===== src/rtl/had_pkg.sv =====
// Shared HAD definitions: trace-counter FSM state encoding and default counter width.
package had_pkg;

   localparam int unsigned HAD_CNT_W = 8;

   typedef enum logic [1:0] {
      IDLE  = 2'd0,
      COUNT = 2'd1,
      REQ   = 2'd2,
      DEBUG = 2'd3
   } had_state_e;

endpackage


===== src/rtl/had_trace_cnt_dec.sv =====
// Saturating trace down-counter with a reload copy; write beats reload beats decrement.
module had_trace_cnt_dec
   import had_pkg::*;
#(
   parameter int unsigned CNT_W = HAD_CNT_W
) (
   input  logic             clk_i,
   input  logic             rst_i,
   input  logic             wen_i,
   input  logic [CNT_W-1:0] wdata_i,
   input  logic             dec_i,
   input  logic             reload_i,
   output logic [CNT_W-1:0] cnt_o,
   output logic [CNT_W-1:0] rld_o
);

   logic [CNT_W-1:0] cnt_q, cnt_d;
   logic [CNT_W-1:0] rld_q, rld_d;

   always_comb begin
      cnt_d = cnt_q;
      rld_d = rld_q;
      if (wen_i) begin
         cnt_d = wdata_i;
         rld_d = wdata_i;
      end else if (reload_i) begin
         cnt_d = rld_q;
      end else if (dec_i) begin
         // saturate at zero so a programmed 0 never wraps
         cnt_d = (cnt_q > CNT_W'(1)) ? cnt_q - CNT_W'(1) : '0;
      end
   end

   always_ff @(posedge clk_i or posedge rst_i) begin
      if (rst_i) begin
         cnt_q <= '0;
         rld_q <= '0;
      end else begin
         cnt_q <= cnt_d;
         rld_q <= rld_d;
      end
   end

   assign cnt_o = cnt_q;
   assign rld_o = rld_q;

endmodule


===== src/rtl/had_trace_cnt.sv =====
// HAD trace-counter controller: arms trace mode, counts qualified retires, requests debug on expiry.
// Counter readback is enabled by defining HAD_TRACE_CNT_RB_EN; otherwise trace_cnt_rdata reads 0.
module had_trace_cnt
   import had_pkg::*;
#(
   parameter int unsigned CNT_W = HAD_CNT_W
) (
   input  logic             forever_cpuclk,
   input  logic             cpurst,
   input  logic             regs_trace_en,
   input  logic             regs_cnt_wen,
   input  logic [CNT_W-1:0] regs_cnt_wdata,
   input  logic             trace_inst_vld,
   input  logic             iu_yy_xx_dbgon,
   output logic             trace_en_o,
   output logic             had_core_dbg_mode_req,
   output logic             trace_hit,
   output logic [CNT_W-1:0] trace_cnt_rdata
);

   had_state_e       state_q, state_d;
   logic             via_req_q, via_req_d;
   logic             hit_q, hit_d;
   logic             trace_en_q, trace_en_d;
   logic             req_q, req_d;
   logic             dec, reload, pulse, expire;
   logic [CNT_W-1:0] cnt, rld;

   had_trace_cnt_dec #(.CNT_W(CNT_W)) u_dec (
      .clk_i    (forever_cpuclk),
      .rst_i    (cpurst),
      .wen_i    (regs_cnt_wen),
      .wdata_i  (regs_cnt_wdata),
      .dec_i    (dec),
      .reload_i (reload),
      .cnt_o    (cnt),
      .rld_o    (rld)
   );

   // a same-cycle write swallows the retire pulse entirely
   assign pulse  = trace_inst_vld & ~regs_cnt_wen;
   assign expire = (cnt <= CNT_W'(1));

   always_comb begin
      state_d   = state_q;
      via_req_d = via_req_q;
      hit_d     = hit_q;
      dec       = 1'b0;
      reload    = 1'b0;
      case (state_q)
         IDLE: begin
            if (regs_trace_en && !iu_yy_xx_dbgon) state_d = COUNT;
         end
         COUNT: begin
            if (!regs_trace_en) begin
               state_d = IDLE;
            end else if (iu_yy_xx_dbgon) begin
               state_d   = DEBUG;
               via_req_d = 1'b0;
            end else if (pulse) begin
               dec = 1'b1;
               if (expire) begin
                  state_d = REQ;
                  hit_d   = 1'b1;
               end
            end
         end
         REQ: begin
            if (iu_yy_xx_dbgon) begin
               state_d   = DEBUG;
               via_req_d = 1'b1;
            end
         end
         DEBUG: begin
            if (!iu_yy_xx_dbgon) begin
               state_d   = IDLE;
               reload    = via_req_q;
               via_req_d = 1'b0;
            end
         end
         default: state_d = IDLE;
      endcase
      if (regs_cnt_wen) hit_d = 1'b0;
      trace_en_d = (state_d == COUNT);
      req_d      = (state_d == REQ);
   end

   always_ff @(posedge forever_cpuclk or posedge cpurst) begin
      if (cpurst) begin
         state_q    <= IDLE;
         via_req_q  <= 1'b0;
         hit_q      <= 1'b0;
         trace_en_q <= 1'b0;
         req_q      <= 1'b0;
      end else begin
         state_q    <= state_d;
         via_req_q  <= via_req_d;
         hit_q      <= hit_d;
         trace_en_q <= trace_en_d;
         req_q      <= req_d;
      end
   end

   assign trace_en_o            = trace_en_q;
   assign had_core_dbg_mode_req = req_q;
   assign trace_hit             = hit_q;

`ifdef HAD_TRACE_CNT_RB_EN
   assign trace_cnt_rdata = cnt;
`else
   assign trace_cnt_rdata = '0;
`endif

endmodule


===== config.mk =====
export PLATFORM = sky130hd
export DESIGN_NAME = had_trace_cnt
export DESIGN_NICKNAME = d
export VERILOG_FILES = /design/src/rtl/had_pkg.sv /design/src/rtl/had_trace_cnt_dec.sv /design/src/rtl/had_trace_cnt.sv
export SDC_FILE = /design/constraint.sdc
export NUM_CORES = 1
export LEC_CHECK = 0
export CORE_MARGIN = 3
export CORE_UTILIZATION = 51
export DETAILED_ROUTE_END_ITERATION = 8
export PLACE_DENSITY_LB_ADDON = 0.05
export SYNTH_ARGS = -nofsm -noshare
export SYNTH_HDL_FRONTEND = slang
export SYNTH_SLANG_ARGS = --single-unit

===== constraint.sdc =====
create_clock -name forever_cpuclk -period 2.1 [get_ports forever_cpuclk]
set_input_delay 0.21 -clock forever_cpuclk [delete_from_list [all_inputs] [get_ports forever_cpuclk]]
set_output_delay 0.21 -clock forever_cpuclk [all_outputs]
set_load 0.01 [all_outputs]

==> results.rst <==
.. list-table::
   :header-rows: 1

   * - Metric
     - Value
   * - Largest net degree at the start of global routing
     - 23
   * - DRC errors left
     - 0
   * - Grt met1 use
     - 0.248
   * - Leading area contributor after synthesis
     - sky130_fd_sc_hd__dfrtp_1
   * - Initial antenna violation count
     - 0
   * - Instance count of the mapped netlist
     - 142
   * - Die Span Y
     - approximately 57 µm
   * - Post-detail-place hpwl
     - 2210 µm
   * - Total via count after detailed routing
     - between 1000 and 1500
   * - Wirelength, routed
     - roughly 2800 µm
   * - Worst-path fanout max
     - 8
   * - Number of max-slew violations in the final report
     - 0
   * - Category of the most critical setup path
     - reg -> reg
   * - Met3 usage in global routing
     - 0.0543
   * - Wire length of the first global-routing pass
     - 4830 µm
   * - Later-pin clock latency in the skew report
     - 310 ps
   * - Multi-input logic area
     - approximately 660 µm²
   * - Layout Utilization
     - 0.658
   * - Total gr overflow
     - 0
   * - Critical path launch point type
     - flip-flop
   * - Post-synthesis instance area
     - 1330 µm²
   * - Number of primary I/O pins
     - 25
   * - Design Area, Final
     - 1540 µm²
   * - Required time at the worst-slack endpoint
     - between 2000 and 2500 ps
   * - Via count of the first global-routing pass
     - around 1100
   * - Fraction of final layout cells with drive strength greater than 1
     - 0.129
   * - Synthesis-stage register bit count
     - 22
   * - Number of placement rows
     - 17
   * - Remaining antenna violation count
     - 0
   * - Worst clock skew on the final layout
     - about 7.3 ps
   * - Clk Tree Root Cell
     - sky130_fd_sc_hd__clkbuf_4
   * - Highest Clock Rate
     - 0.567 GHz
   * - Status
     - finished, final reports clean
   * - Layout Nets
     - between 150 and 200
   * - Drt initial violations
     - 86
   * - Share of the synthesized area in the top cell type
     - 0.415
   * - Routed wire per std cell
     - 14.9 µm
   * - Fill count
     - between 200 and 250
   * - Hold-fix buffers, CTS
     - 0
   * - Final GP Congestion
     - just over 0.8
   * - Count of unique library cells instantiated by Yosys
     - 40
   * - Total global routing track utilization
     - 0.187
   * - Post-Place Cell Area
     - between 1500 and 2000 µm²
   * - CTS tree
     - built
   * - Maximum VDD drop
     - ~0.51 mV
   * - Syn_area_per_cell
     - 9.33 µm²
   * - Placeable core region
     - between 2000 and 2500 µm²
   * - H-tree depth
     - 1
   * - Input/output buffers
     - 16
   * - Cell types occupying the most area after synthesis
     - sky130_fd_sc_hd__dfrtp_1 42%, sky130_fd_sc_hd__buf_4 5.1%, sky130_fd_sc_hd__inv_1 4.2%, sky130_fd_sc_hd__a21oi_1 3.8%, sky130_fd_sc_hd__nand2_1 3.4%
   * - Clk sinks
     - 22
   * - Sequential Area
     - around 550 µm²
   * - Die ar.
     - 3250 µm²
   * - Worst min-delay path category
     - in -> async
   * - Critical path capture point type
     - flip-flop
   * - Quantity of gates resized following cts
     - 0
   * - Final worst path period need
     - around 1800 ps
   * - Final hold vios
     - 0
   * - Area added between synthesis and finish
     - 16.2%
   * - Final-layout setup total negative slack
     - 0 ps
   * - Number of search-and-repair iterations in the first detailed-routing pass
     - 4
   * - GR Util met2
     - 0.295
   * - RSZ-0062 raised after global routing
     - false
   * - Routing layer with the top usage in global route
     - met2
   * - Effective utilization at floorplan
     - 0.566
   * - Leakage power total
     - a little under 0.0007 µW
   * - Clock Tree Buf Depth
     - 2
   * - Max-cap check violation count
     - 0
   * - TritonCTS Buffers
     - 3
   * - Ratio of final minimum period to clock period
     - 0.840
   * - Width of the die
     - ~57 µm
   * - Power density over the cells
     - between 700 and 800 nW/µm²
   * - Mean number of vias per cell
     - ~6
   * - Post-CTS setup buffer count
     - 0
   * - Post-synthesis sequential area ratio
     - 0.415
   * - Data arrival at the endpoint of the critical path
     - just under 2000 ps
   * - Clock transition at path regs
     - ~120 ps
   * - Synth warnings
     - 0
   * - Total setup violations reported at the end of the flow
     - 0
   * - Antenna cells
     - 0
[per-layer routing]
| layer | share of wire | routed length [µm] |
|---|---|---|
| met1 | 0.45 | 1280 |
| met2 | 0.47 | 1340 |
| met5 | 0 | 0 |
| met4 | 0.0067 | 19 |
| met3 | 0.072 | 204 |
[where the power goes]
group | internal [µW] | switching (µW) | total, µW
registers | 510 | 92.3 | 603
logic | 193 | 235 | 428
clock network | 67.0 | 120 | 187
total | 770 | 448 | 1220
[layout make-up]
type                    instances  area share
clock buffers                   3      0.0146
inverters                      15      0.0366
multi-input cells             100       0.431
flip-flops and latches         22       0.357
well taps                      28      0.0227
repair buffers                 23       0.138
[sequential cells by signal (all words and copies together) (netlist names)]
| signal | count |
|---|---|
| u_dec.cnt_o | 8 |
| trace_en_o | 1 |
| via_req_q | 1 |
| trace_hit | 1 |
| had_core_dbg_mode_req | 1 |
| u_dec.rld_o | 8 |
| state_q | 2 |
[through the flow]
| step | setup WS (ps) | std cells | hold WS, ps | power [µW] |
|---|---|---|---|---|
| after detailed placement | 185 | 188 | 458 | 1040 |
| after global placement | 254 | 188 | 456 | 1010 |
| after floorplan | 414 | 149 | 199 | 896 |
| after CTS | 362 | 191 | 231 | 1230 |
| after global routing | 260 | 191 | 246 | 1310 |
| final | 337 | 191 | 222 | 1220 |
[Yosys cell counts]
library cell                instances
sky130_fd_sc_hd__nand2b_1           7
sky130_fd_sc_hd__a21oi_1           10
sky130_fd_sc_hd__a31o_2             1
sky130_fd_sc_hd__ha_1               2
sky130_fd_sc_hd__nand2_1           12
sky130_fd_sc_hd__and4bb_2           1
sky130_fd_sc_hd__o22ai_1            1
sky130_fd_sc_hd__a222oi_1           1
sky130_fd_sc_hd__a41o_1             1
sky130_fd_sc_hd__nand4_1            3
sky130_fd_sc_hd__a22oi_1            1
sky130_fd_sc_hd__nand4b_1           1
sky130_fd_sc_hd__a32oi_1            2
sky130_fd_sc_hd__clkbuf_1           1
sky130_fd_sc_hd__dfrtp_1           22
sky130_fd_sc_hd__a211oi_1           4
sky130_fd_sc_hd__and4b_1            1
sky130_fd_sc_hd__and2_1             3
sky130_fd_sc_hd__a211oi_4           1
sky130_fd_sc_hd__o311a_4            1
sky130_fd_sc_hd__buf_4              9
sky130_fd_sc_hd__or3_4              2
sky130_fd_sc_hd__nor2_1             9
sky130_fd_sc_hd__a2111oi_2          1
sky130_fd_sc_hd__conb_1             1
sky130_fd_sc_hd__a31oi_1            1
sky130_fd_sc_hd__inv_1             15
sky130_fd_sc_hd__o21ai_0            6
sky130_fd_sc_hd__nand3_1            2
sky130_fd_sc_hd__a311oi_1           1
sky130_fd_sc_hd__and3_1             1
sky130_fd_sc_hd__buf_2              2
sky130_fd_sc_hd__a2111oi_0          1
sky130_fd_sc_hd__nor3_1             2
sky130_fd_sc_hd__a221oi_1           4
sky130_fd_sc_hd__mux2_2             2
sky130_fd_sc_hd__a21o_1             4
sky130_fd_sc_hd__nor4_2             1
sky130_fd_sc_hd__a21oi_2            1
sky130_fd_sc_hd__o221ai_1           1
[worst max-delay path, cell delays in order (launching register included)]
cell,delay (ps)
sky130_fd_sc_hd__dfrtp_1,450
sky130_fd_sc_hd__or3_4,440
sky130_fd_sc_hd__o311a_4,370
sky130_fd_sc_hd__a221oi_1,310
sky130_fd_sc_hd__a211oi_1,80
[placed cells by master (no fill, tap or decap), types with 2 or more instances in the layout]
master	count
sky130_fd_sc_hd__a211oi_1	4
sky130_fd_sc_hd__a221oi_1	4
sky130_fd_sc_hd__clkbuf_4	3
sky130_fd_sc_hd__and2_1	3
sky130_fd_sc_hd__a21o_1	4
sky130_fd_sc_hd__a21oi_1	10
sky130_fd_sc_hd__ha_1	2
sky130_fd_sc_hd__nand2_1	12
sky130_fd_sc_hd__nand4_1	3
sky130_fd_sc_hd__nand3_1	2
sky130_fd_sc_hd__mux2_2	2
sky130_fd_sc_hd__conb_1	8
sky130_fd_sc_hd__or3_4	2
sky130_fd_sc_hd__nand2b_1	7
sky130_fd_sc_hd__a32oi_1	2
sky130_fd_sc_hd__dfrtp_1	22
sky130_fd_sc_hd__nor2_1	9
sky130_fd_sc_hd__o21ai_0	6
sky130_fd_sc_hd__nor3_1	2
sky130_fd_sc_hd__buf_4	7
sky130_fd_sc_hd__inv_1	15
sky130_fd_sc_hd__clkdlybuf4s50_1	16
[final timing paths]
kind                                startpoint             end  slack, ps  depth (start not counted)
min in group forever_cpuclk  regs_cnt_wdata[0]  u_dec.rld_o[0]        460                          3
max                             u_dec.cnt_o[5]  u_dec.cnt_o[6]        340                          4
max reg2reg                     u_dec.cnt_o[5]  u_dec.cnt_o[6]        340                          4
min                                     cpurst      state_q[0]        220                          3
max in group asynchronous               cpurst  u_dec.cnt_o[1]       1650                          3
min reg2reg                     u_dec.rld_o[0]  u_dec.rld_o[0]        480                          2
[logic make-up after synthesis]
| family | Yosys count | synth area share |
|---|---|---|
| AOI/OAI and AO/OA | 43 | 0.251 |
| adders and majority gates | 2 | 0.0189 |
| buffers and inverters | 27 | 0.104 |
| DFF | 22 | 0.415 |
| muxes | 2 | 0.0170 |
| other | 1 | 0.00283 |
| and+or+nand+nor | 45 | 0.191 |
Power figures use the tool's default switching activity.
